**src/rtl/seq_restoring_divider_16x8.sv**
```systemverilog
// Iterative restoring divider: 2N-bit dividend / N-bit divisor, one quotient bit per clock, MSB first.
// Ports: clk, rst (sync, active-high), in_valid/in_ready + dividend/divisor in,
//        out_valid/out_ready + quotient/remainder/div_by_zero out.
module seq_restoring_divider_16x8 #(
    parameter int N = 8
) (
    input  logic           clk,
    input  logic           rst,
    input  logic           in_valid,
    output logic           in_ready,
    input  logic [2*N-1:0] dividend,
    input  logic [N-1:0]   divisor,
    output logic           out_valid,
    input  logic           out_ready,
    output logic [2*N-1:0] quotient,
    output logic [N-1:0]   remainder,
    output logic           div_by_zero
);

    localparam int CW = $clog2(2 * N);

    // ZERO is a one-cycle hop that gives divide-by-zero its one-clock latency.
    typedef enum logic [1:0] {
        IDLE,
        BUSY,
        ZERO,
        DONE
    } state_t;

    state_t         state_q, state_d;
    logic [CW-1:0]  cnt_q, cnt_d;
    logic [N:0]     rem_q, rem_d;
    logic [2*N-1:0] dvd_q, dvd_d;
    logic [N-1:0]   dvs_q, dvs_d;
    logic [2*N-1:0] quotient_q, quotient_d;
    logic [N-1:0]   remainder_q, remainder_d;
    logic           dbz_q, dbz_d;

    logic [N:0]     shifted;
    logic           q_bit;
    logic [N:0]     rem_next;
    logic [2*N-1:0] dvd_next;

    // The dividend register shifts out its MSB each step; quotient bits
    // enter at the LSB, so after 2N steps it holds the quotient.
    always_comb begin
        shifted  = {rem_q[N-1:0], dvd_q[2*N-1]};
        q_bit    = (shifted >= {1'b0, dvs_q});
        rem_next = q_bit ? (shifted - {1'b0, dvs_q}) : shifted;
        dvd_next = {dvd_q[2*N-2:0], q_bit};
    end

    always_comb begin
        state_d     = state_q;
        cnt_d       = cnt_q;
        rem_d       = rem_q;
        dvd_d       = dvd_q;
        dvs_d       = dvs_q;
        quotient_d  = quotient_q;
        remainder_d = remainder_q;
        dbz_d       = dbz_q;
        unique case (state_q)
            IDLE: begin
                if (in_valid) begin
                    dvd_d   = dividend;
                    dvs_d   = divisor;
                    rem_d   = '0;
                    cnt_d   = '0;
                    state_d = (divisor == '0) ? ZERO : BUSY;
                end
            end
            BUSY: begin
                rem_d = rem_next;
                dvd_d = dvd_next;
                cnt_d = cnt_q + CW'(1);
                if (cnt_q == CW'(2 * N - 1)) begin
                    state_d     = DONE;
                    quotient_d  = dvd_next;
                    remainder_d = rem_next[N-1:0];
                    dbz_d       = 1'b0;
                end
            end
            ZERO: begin
                state_d     = DONE;
                quotient_d  = '1;
                remainder_d = dvd_q[N-1:0];
                dbz_d       = 1'b1;
            end
            DONE: begin
                if (out_ready) begin
                    state_d = IDLE;
                end
            end
        endcase
    end

    always_ff @(posedge clk) begin
        if (rst) begin
            state_q     <= IDLE;
            cnt_q       <= '0;
            rem_q       <= '0;
            dvd_q       <= '0;
            dvs_q       <= '0;
            quotient_q  <= '0;
            remainder_q <= '0;
            dbz_q       <= 1'b0;
        end else begin
            state_q     <= state_d;
            cnt_q       <= cnt_d;
            rem_q       <= rem_d;
            dvd_q       <= dvd_d;
            dvs_q       <= dvs_d;
            quotient_q  <= quotient_d;
            remainder_q <= remainder_d;
            dbz_q       <= dbz_d;
        end
    end

    assign in_ready    = (state_q == IDLE) && !rst;
    assign out_valid   = (state_q == DONE);
    assign quotient    = quotient_q;
    assign remainder   = remainder_q;
    assign div_by_zero = dbz_q;

endmodule
```
**config.mk**
```make
export PLATFORM = sky130hd
export DESIGN_NAME = seq_restoring_divider_16x8
export DESIGN_NICKNAME = d
export VERILOG_FILES = /design/src/rtl/seq_restoring_divider_16x8.sv
export SDC_FILE = /design/constraint.sdc
export NUM_CORES = 1
export LEC_CHECK = 0
export CORE_ASPECT_RATIO = 1.2
export CORE_UTILIZATION = 23
export CTS_CLUSTER_DIAMETER = 150
export CTS_CLUSTER_SIZE = 24
export DETAILED_ROUTE_END_ITERATION = 10
export SYNTH_ARGS = -nofsm -noshare
export SYNTH_HDL_FRONTEND = slang
export SYNTH_SLANG_ARGS = --single-unit
```
**constraint.sdc**
```tcl
create_clock -name clk -period 1.87 [get_ports clk]
set_clock_uncertainty 0.05 [all_clocks]
set_input_delay 0.561 -clock clk [delete_from_list [all_inputs] [get_ports clk]]
set_output_delay 0.561 -clock clk [all_outputs]
set_load 0.1 [all_outputs]
```
; After elaboration in Yosys (flattened, before gate mapping)
; Index checks and enable logic that the tools add are counted.
[word_totals]
output_inout_bits = 27
regBits = 63
[classes]
addsub = 2
magnitude_cmp = 1
n_eq_ne = 7
n_reduce_logical = 10
n_mux = 18
[op_table]
columns = operator, n
row1 = $pmux W16 S2, 2
row2 = $mux W16, 2
row3 = $pmux W8 S2, 2
row4 = $mux W8, 3
row5 = $ge A9 B8 Y1, 1
row6 = $logic_not A8 Y1, 1
row7 = $mux W2, 4
row8 = $pmux W2 S4, 1
row9 = $pmux W4 S2, 1
row10 = $sub A8 B8 Y8, 1
row11 = $reduce_and A2 Y1, 3
row12 = $add A4 B1 Y4 const B, 1
row13 = $eq A2 B2 Y1 const B, 2
row14 = $eq A4 B4 Y1 const B, 1
row15 = $mux W4, 1
row16 = $ne A2 B2 Y1 const B, 2
row17 = $reduce_bool A2 Y1, 2
row18 = $reduce_and A3 Y1, 1
row19 = $eq A2 B1 Y1 const B, 1
row20 = $logic_not A2 Y1, 1
row21 = $ne A2 B1 Y1 const B, 1
row22 = $pmux W1 S2, 1
row23 = $logic_and A1 B1 Y1, 1
row24 = $logic_not A1 Y1, 1
row25 = $mux W1, 1

; Longest topological paths before layout
; Gate-level depths: netlist (run 1).
[logic_depth]
word_depth = 4
depth_mapped = 10
ltp_nobuf = 9

; Worst setup path after synthesis (run 1)
; No wires, ideal clock.
[synth_timing]
path_kind = input-to-output
startpoint = input rst
endpoint = output in_ready
path_buffers = 2
stages = 3
required_time_ns = 1.259
t_arrival_ns = 2.301
path_slack_ns = -1.042
cell_sequence = clkbuf_1 > clkbuf_1 > nor2b_1
[synth_between]
elab_chain_len = 2
[synth_lines]
columns = element, line_no
row1 = "start, declared", 8  ; input logic rst,
row2 = $logic_not A1 Y1, 119  ; assign in_ready = (state_q == IDLE) && !rst;
row3 = $logic_and A1 B1 Y1, 119
row4 = "end, declared", 10  ; output logic in_ready,
; Every way passes these cells.

; Final worst setup path (run 1)
[layout_timing]
startpoint = register state_q[1]
endpoint = register remainder_q[6], in the netlist remainder[6]
[layout_between]
elab_chain_len = 3
elab_cells_between_ends = 6
[layout_lines]
columns = element, line_no
row1 = "start, declared", 30  ; state_t state_q, state_d;
row2 = "start signal, assigned", 108  ; state_q <= state_d;
row3 = $eq A2 B1 Y1 or $eq A2 B2 Y1 (tied branches), 62  ; unique case (state_q)
row4 = $ne A2 B2 Y1 (no line) or $reduce_bool A2 Y1 (tied branches), -
row5 = $reduce_and A2 Y1 (no line), -
row6 = "end signal, assigned", 114  ; remainder_q <= remainder_d;
row7 = "end, declared", 36  ; logic [N-1:0] remainder_q, remainder_d;
; Parallel ways exist; a longest one is shown, timed or not.
; A chain may end at the register's enable or synchronous reset.

==> results of run 1 <==
through the flow:
| step | area, um2 | total power, mW | setup WS, ns |
|---|---|---|---|
| finish | 5144 | 9.452 | 0.02081 |
| global route | 5144 | 9.978 | -0.1027 |
| floorplan | 3217 | 5.259 | -0.08504 |
| detailed placement | 4538 | 7.064 | -0.2136 |
| global placement | 4538 | 6.977 | -0.1948 |
| CTS | 4955 | 8.975 | -0.01075 |
logic make-up (layout without fill, tap and decap cells):
family,Yosys count,in the layout
AOI/OAI and AO/OA,117,117
DFF,63,63
xor gates and xnor gates,3,3
buffers and inverters,45,158
adders and majority gates,14,14
muxes,20,20
and+or+nand+nor,110,110
final timing paths:
kind,slack (ns),end,from
max,0.02,remainder[6]$_SDFFE_PP0P_,state_q[1]$_SDFFE_PP0P_
max reg2reg,0.02,remainder[6]$_SDFFE_PP0P_,state_q[1]$_SDFFE_PP0P_
min,0.41,dvs_q[7]$_SDFFE_PP0P_,dvs_q[7]$_SDFFE_PP0P_
min reg2reg,0.41,dvs_q[7]$_SDFFE_PP0P_,dvs_q[7]$_SDFFE_PP0P_
per-layer routing:
metal | part of all wire, % | up-vias
li1 | - | 1567
met1 | 42 | 1468
met2 | 51 | 58
met3 | 3.7 | 19
met4 | 3.2 | 0
met5 | 0 | -
registers in the layout (all words and copies together), names as in the netlist:
signal	cells
cnt_q	4
div_by_zero	1
dvd_q	16
dvs_q	8
quotient	16
rem_q	8
remainder	8
state_q	2
worst register-to-register path, stage by stage (launching register included):
cell,delay [ns]
dfxtp_1,0.32
inv_2,0.09
ha_1,0.24
buf_4,0.19
buf_4,0.24
a211oi_1,0.11
a211oi_1,0.27
o31ai_2,0.11
a31oi_1,0.16
final cells by class:
cell class              instances  share of cell area, %
clock buffers                  10                  4.451
well taps                     168                  4.087
inverters                      23                  1.678
flip-flops and latches         63                  24.71
repair buffers                119                  25.88
clock inverters                 6                  1.192
multi-input cells             264                  38.00
cells in the final DEF (no fill, tap or decap), types with 15 or more instances in the layout:
| cell type | Yosys | layout |
|---|---|---|
| a211oi_1 | 21 | 18 |
| a21oi_1 | 20 | 15 |
| buf_12 | 1 | 29 |
| buf_4 | 1 | 58 |
| clkdlybuf4s50_1 | 0 | 26 |
| dfxtp_1 | 63 | 55 |
| mux2i_1 | 20 | 18 |
| nand2_1 | 24 | 24 |
| nor2_1 | 52 | 51 |
| o22ai_1 | 18 | 18 |
where the power goes:
part | total, mW | switching [mW] | internal (mW)
clock network | 1.64 | 0.617 | 1.03
logic | 5.74 | 3.14 | 2.60
registers | 2.07 | 0.363 | 1.70
Yosys cell counts, types with 4 or more instances:
| cell | n | area share (%) |
|---|---|---|
| a211oi_1 | 21 | 5.0 |
| nand2b_1 | 4 | 0.79 |
| a211o_1 | 4 | 1.1 |
| a31oi_1 | 5 | 0.98 |
| o22ai_1 | 18 | 3.5 |
| nor2_1 | 52 | 6.1 |
| buf_2 | 7 | 1.1 |
| clkbuf_1 | 9 | 1.1 |
| a21oi_1 | 20 | 3.1 |
| nand2_1 | 24 | 2.8 |
| ha_1 | 13 | 5.1 |
| nand3_1 | 12 | 1.9 |
| o21ai_0 | 16 | 2.5 |
| mux2i_1 | 20 | 6.3 |
| dfxtp_1 | 63 | 40 |
| inv_1 | 23 | 2.7 |
repair_timing:
action	4_1_cts	5_1_grt
setup endpoints to repair	19	18
pin swaps	10	17
buffers inserted	4	4
hold buffers	0	0
cloned	0	1
resized for setup	24	34
==> results_dict.tcl, run 1 <==
set metrics [dict create \
    status "complete, no violations" \
    holdPathStages 2 \
    cts.sinks 63 \
    cts_buffers 9 \
    critical-path-slowest-cell "dfxtp_1" \
    coreArea_um2 13350 \
    hold_viol 0 \
    viasPerCell 4.766 \
    synth_top_family_by_area "compound AO/OA/AOI/OAI gates" \
    areaGrowthSynthToFinish_pct 61.85 \
    path_buf_inv 3 \
    final_core_util_pct 38.52 \
    ios 55 \
    num_rows 46 \
    gp_congestion 0.8129 \
    dp_cells 628 \
    syn_inst 372 \
    drv_cap 0 \
    use_met2_pct 25.05 \
    layout.cells.non_filler 653 \
    ys.flop_type "dfxtp_1" \
    fin_setup_tns_ns 0 \
    setup_viol 0 \
    min_period_over_period_pct 98.89 \
    rsz0062_at_grt "true" \
    power_leakage_nw 1.970 \
    fin_crit_ns 1.849 \
    syn_nets 414 \
    synth-seq-area-share_pct 39.69 \
    synth_xor_area_share_pct 0.8268 \
    use_met1_pct 15.78 \
    layout.nets 522 \
    cp-end-kind "flop" \
    tightest_slew_ns 0.6801 \
    start_kind "flop" \
    ir_drop_uv 992.4 \
    min_path_type "reg -> reg" \
    drtIter0Drc 134 \
    critPathMaxFanout 12 \
    hold_ws_ns 0.4110 \
    syn_area_um2 3178 \
    post_synth_mux_area_share_pct 6.299 \
    drc_errors 0 \
    clock_latency_ns 0.33 \
    cts-root-buf "clkbuf_16" \
    grtUsageMet3_pct 3.373 \
    synthAdderAreaFrac_pct 5.748 \
    top_usage_layer "met2" \
    slew_violations 0 \
    grt_pass1_vias 3181 \
    numPortBuffers 54 \
    cts_tree "yes" \
    power.density_nw_per_um2 1838 \
    diodes 0 \
    path_class "reg -> reg" \
    die_h_um 130.8 \
    vias 3112 \
    final_antenna_net_count 0 \
    drt_wl_total_mm 9.599 \
    slew_headroom_pct 54.18 \
    first_pass_iters 4 \
    fmax_mhz 540.8 \
    yosysWarnings 0 \
    grt_start_max_net_pins 31 \
    start_util_pct 23.80 \
    dp_hpwl_mm 7.141 \
    wire_per_inst_um 14.70 \
    yosysUniqueCellTypes 56 \
    antenna_found_initial 0 \
    path_delay_family "compound AO/OA/AOI/OAI gates" \
    crit_arrival_ns 2.05 \
    cp_cell_sequence "inv_2 > ha_1 > buf_4 > buf_4 > a211oi_1 > a211oi_1 > o31ai_2 > a31oi_1" \
    synth_compound_gate_area_share_pct 25.55 \
    grt_pass1_wl_mm 15.34 \
    path_depth 8 \
    syn_area_per_cell_um2 8.543 \
    rr_worst_depth 8 \
    multi_input_area_um2 1954 \
    fill_cells 1335 \
    grt-ovfl-total 0 \
    regArea_um2 1271 \
    synth_edf_count 0 \
    required_ns 2.08 \
    htreeDepth 3 \
    die-area_um2 14290 \
    slowest_delay_ns 0.32 \
    layout-drive-gt1-share_pct 33.81 \
    globalRouteTotalUtil_pct 14.10 \
    cts.path.max_buffers 2 \
    synthSimpleGateAreaFrac_pct 15.39 \
    cts.clk_slew.worst_paths_ns 0.05 \
    async_reset_ff_share_pct 0 \
    die_x_um 109.3 \
    ys_seq_elements 63 \
]
Note: power is estimated with default switching activity, not from simulation.
==> run 2: changes to the inputs <==
Settings changed: CTS_BUF_LIST set to sky130_fd_sc_hd__clkbuf_16.
==> run 2 against run 1 <==
Against the previous run: sequential cell count is the same; design area is the same; fmax is essentially flat; sequential share of layout area is the same; routed wire length grew 0.16%; critical path depth is the same; power is essentially flat; worst hold slack is the same; utilization is the same; die area is the same; worst setup slack is essentially flat; clock-buffer cell count shrank 1.
==> results_dict.tcl, run 2 (synthesis results as in run 1) <==
set metrics [dict create \
    path_delay_family "compound AO/OA/AOI/OAI gates" \
    diodes 0 \
    globalRouteTotalUtil_pct 14.10 \
    cts.path.max_buffers 2 \
    post-place-ws_ns -0.2136 \
    drtIter0Drc 136 \
    drt_wl_total_mm 9.614 \
    fmax_mhz 540.8 \
    cts-root-buf "clkbuf_16" \
    ir_drop_uv 991.1 \
    num_rows 46 \
    regArea_um2 1271 \
    slew_headroom_pct 52.74 \
    final_common_cell "buf_4" \
    antenna_found_initial 0 \
    die-area_um2 14290 \
    cts_buffers 9 \
    setup_slack_ns 0.02080 \
    coreArea_um2 13350 \
    status "complete, no violations" \
    path_class "reg -> reg" \
    crit_arrival_ns 2.05 \
    critPathMaxFanout 12 \
    final_antenna_net_count 0 \
    cp-end-kind "flop" \
    multi_input_area_um2 1954 \
    cp_cell_sequence "inv_2 > ha_1 > buf_4 > buf_4 > a211oi_1 > a211oi_1 > o31ai_2 > a31oi_1" \
    grt_pass1_vias 3181 \
    layout.nets 522 \
    slew_violations 0 \
    cts_tree "yes" \
    grt_start_max_net_pins 31 \
    gp_congestion 0.8129 \
    drc_errors 0 \
    final_cell_mix "buf_4, dfxtp_1, nor2_1" \
    viasPerCell 4.775 \
    ios 55 \
    setup_viol 0 \
    slowest_delay_ns 0.32 \
    path_buf_inv 3 \
    min_period_over_period_pct 98.89 \
    layout-drive-gt1-share_pct 33.81 \
    areaGrowthSynthToFinish_pct 61.85 \
    fill_cells 1335 \
    vias 3118 \
    clock_latency_ns 0.33 \
    start_util_pct 23.80 \
    power.density_nw_per_um2 1836 \
    rsz0062_at_grt "true" \
    hold_viol 0 \
    dp_hpwl_mm 7.141 \
    fin_crit_ns 1.849 \
    cts.clk_slew.worst_paths_ns 0.05 \
    die_h_um 130.8 \
    cts.sinks 63 \
    wire_per_inst_um 14.72 \
    die_x_um 109.3 \
    start_kind "flop" \
    numPortBuffers 54 \
    tightest_slew_ns 0.7015 \
    grt-ovfl-total 0 \
    final_core_util_pct 38.52 \
    grt_pass1_wl_mm 15.34 \
    required_ns 2.08 \
    power_leakage_nw 1.974 \
    min_path_type "reg -> reg" \
    drv_cap 0 \
    critical-path-slowest-cell "dfxtp_1" \
    htreeDepth 3 \
    first_pass_iters 4 \
]
run 2: cell count changes in the layout (fill, tap and decap cells not counted):
cell,previous run,this run
inv_1,14,15
clkbuf_1,1,0
run 2: cell type report:
cell class,count,share of cell area (%)
repair buffers,119,25.88
clock inverters,7,1.265
inverters,23,1.678
clock buffers,9,4.378
well taps,168,4.087
flip-flops and latches,63,24.71
multi-input cells,264,38.00
run 2: stage by stage:
stage / std cells / cell area (um2) / hold WS (ns) / TNS, ns / power (mW)
finish: 653 / 5144 / 0.4110 / 0 / 9.446
global route: 653 / 5144 / 0.4299 / -0.3601 / 9.972
CTS: 648 / 4955 / 0.4112 / -0.01239 / 8.970
detailed placement: 628 / 4538 / 0.4039 / -3.560 / 7.064
global placement: 628 / 4538 / 0.4005 / -2.580 / 6.977
floorplan: 372 / 3217 / 0.3863 / -0.08504 / 5.259
run 2: layer usage:
layer / wire length (um) / GRT usage (%) / vias to the layer above
met3: 350 / 3.373 / 19
met5: 0 / 0 / -
met1: 4049 / 15.78 / 1475
met4: 310 / 6.588 / 0
met2: 4903 / 25.05 / 58
li1: - / - / 1566
run 2: what timing repair did:
item                       in CTS  in global routing
setup endpoints to repair      19                 18
setup buffers                   4                  4
pin swaps                      10                 17
cloned                          0                  1
hold buffers                    0                  0
gates resized for setup        24                 34
run 2: worst reg2reg max path, cell delays in order, from the launching register on:
cell and delay, ns:
dfxtp_1 0.32, inv_2 0.09, ha_1 0.24, buf_4 0.19
buf_4 0.24, a211oi_1 0.11, a211oi_1 0.27, o31ai_2 0.11
a31oi_1 0.16
run 2: report_power, final:
part / switching (mW) / internal [mW]
registers: 0.363 / 1.70
logic: 3.14 / 2.60
clock network: 0.616 / 1.02
run 2: worst paths after layout:
path                                              start                   endpoint  depth (start not counted)  slack (ns)
worst max-delay path            state_q[1]$_SDFFE_PP0P_  remainder[6]$_SDFFE_PP0P_                          8        0.02
worst min-delay path              dvs_q[7]$_SDFFE_PP0P_      dvs_q[7]$_SDFFE_PP0P_                          2        0.41
worst max register to register  state_q[1]$_SDFFE_PP0P_  remainder[6]$_SDFFE_PP0P_                          8        0.02
worst min register to register    dvs_q[7]$_SDFFE_PP0P_      dvs_q[7]$_SDFFE_PP0P_                          2        0.41
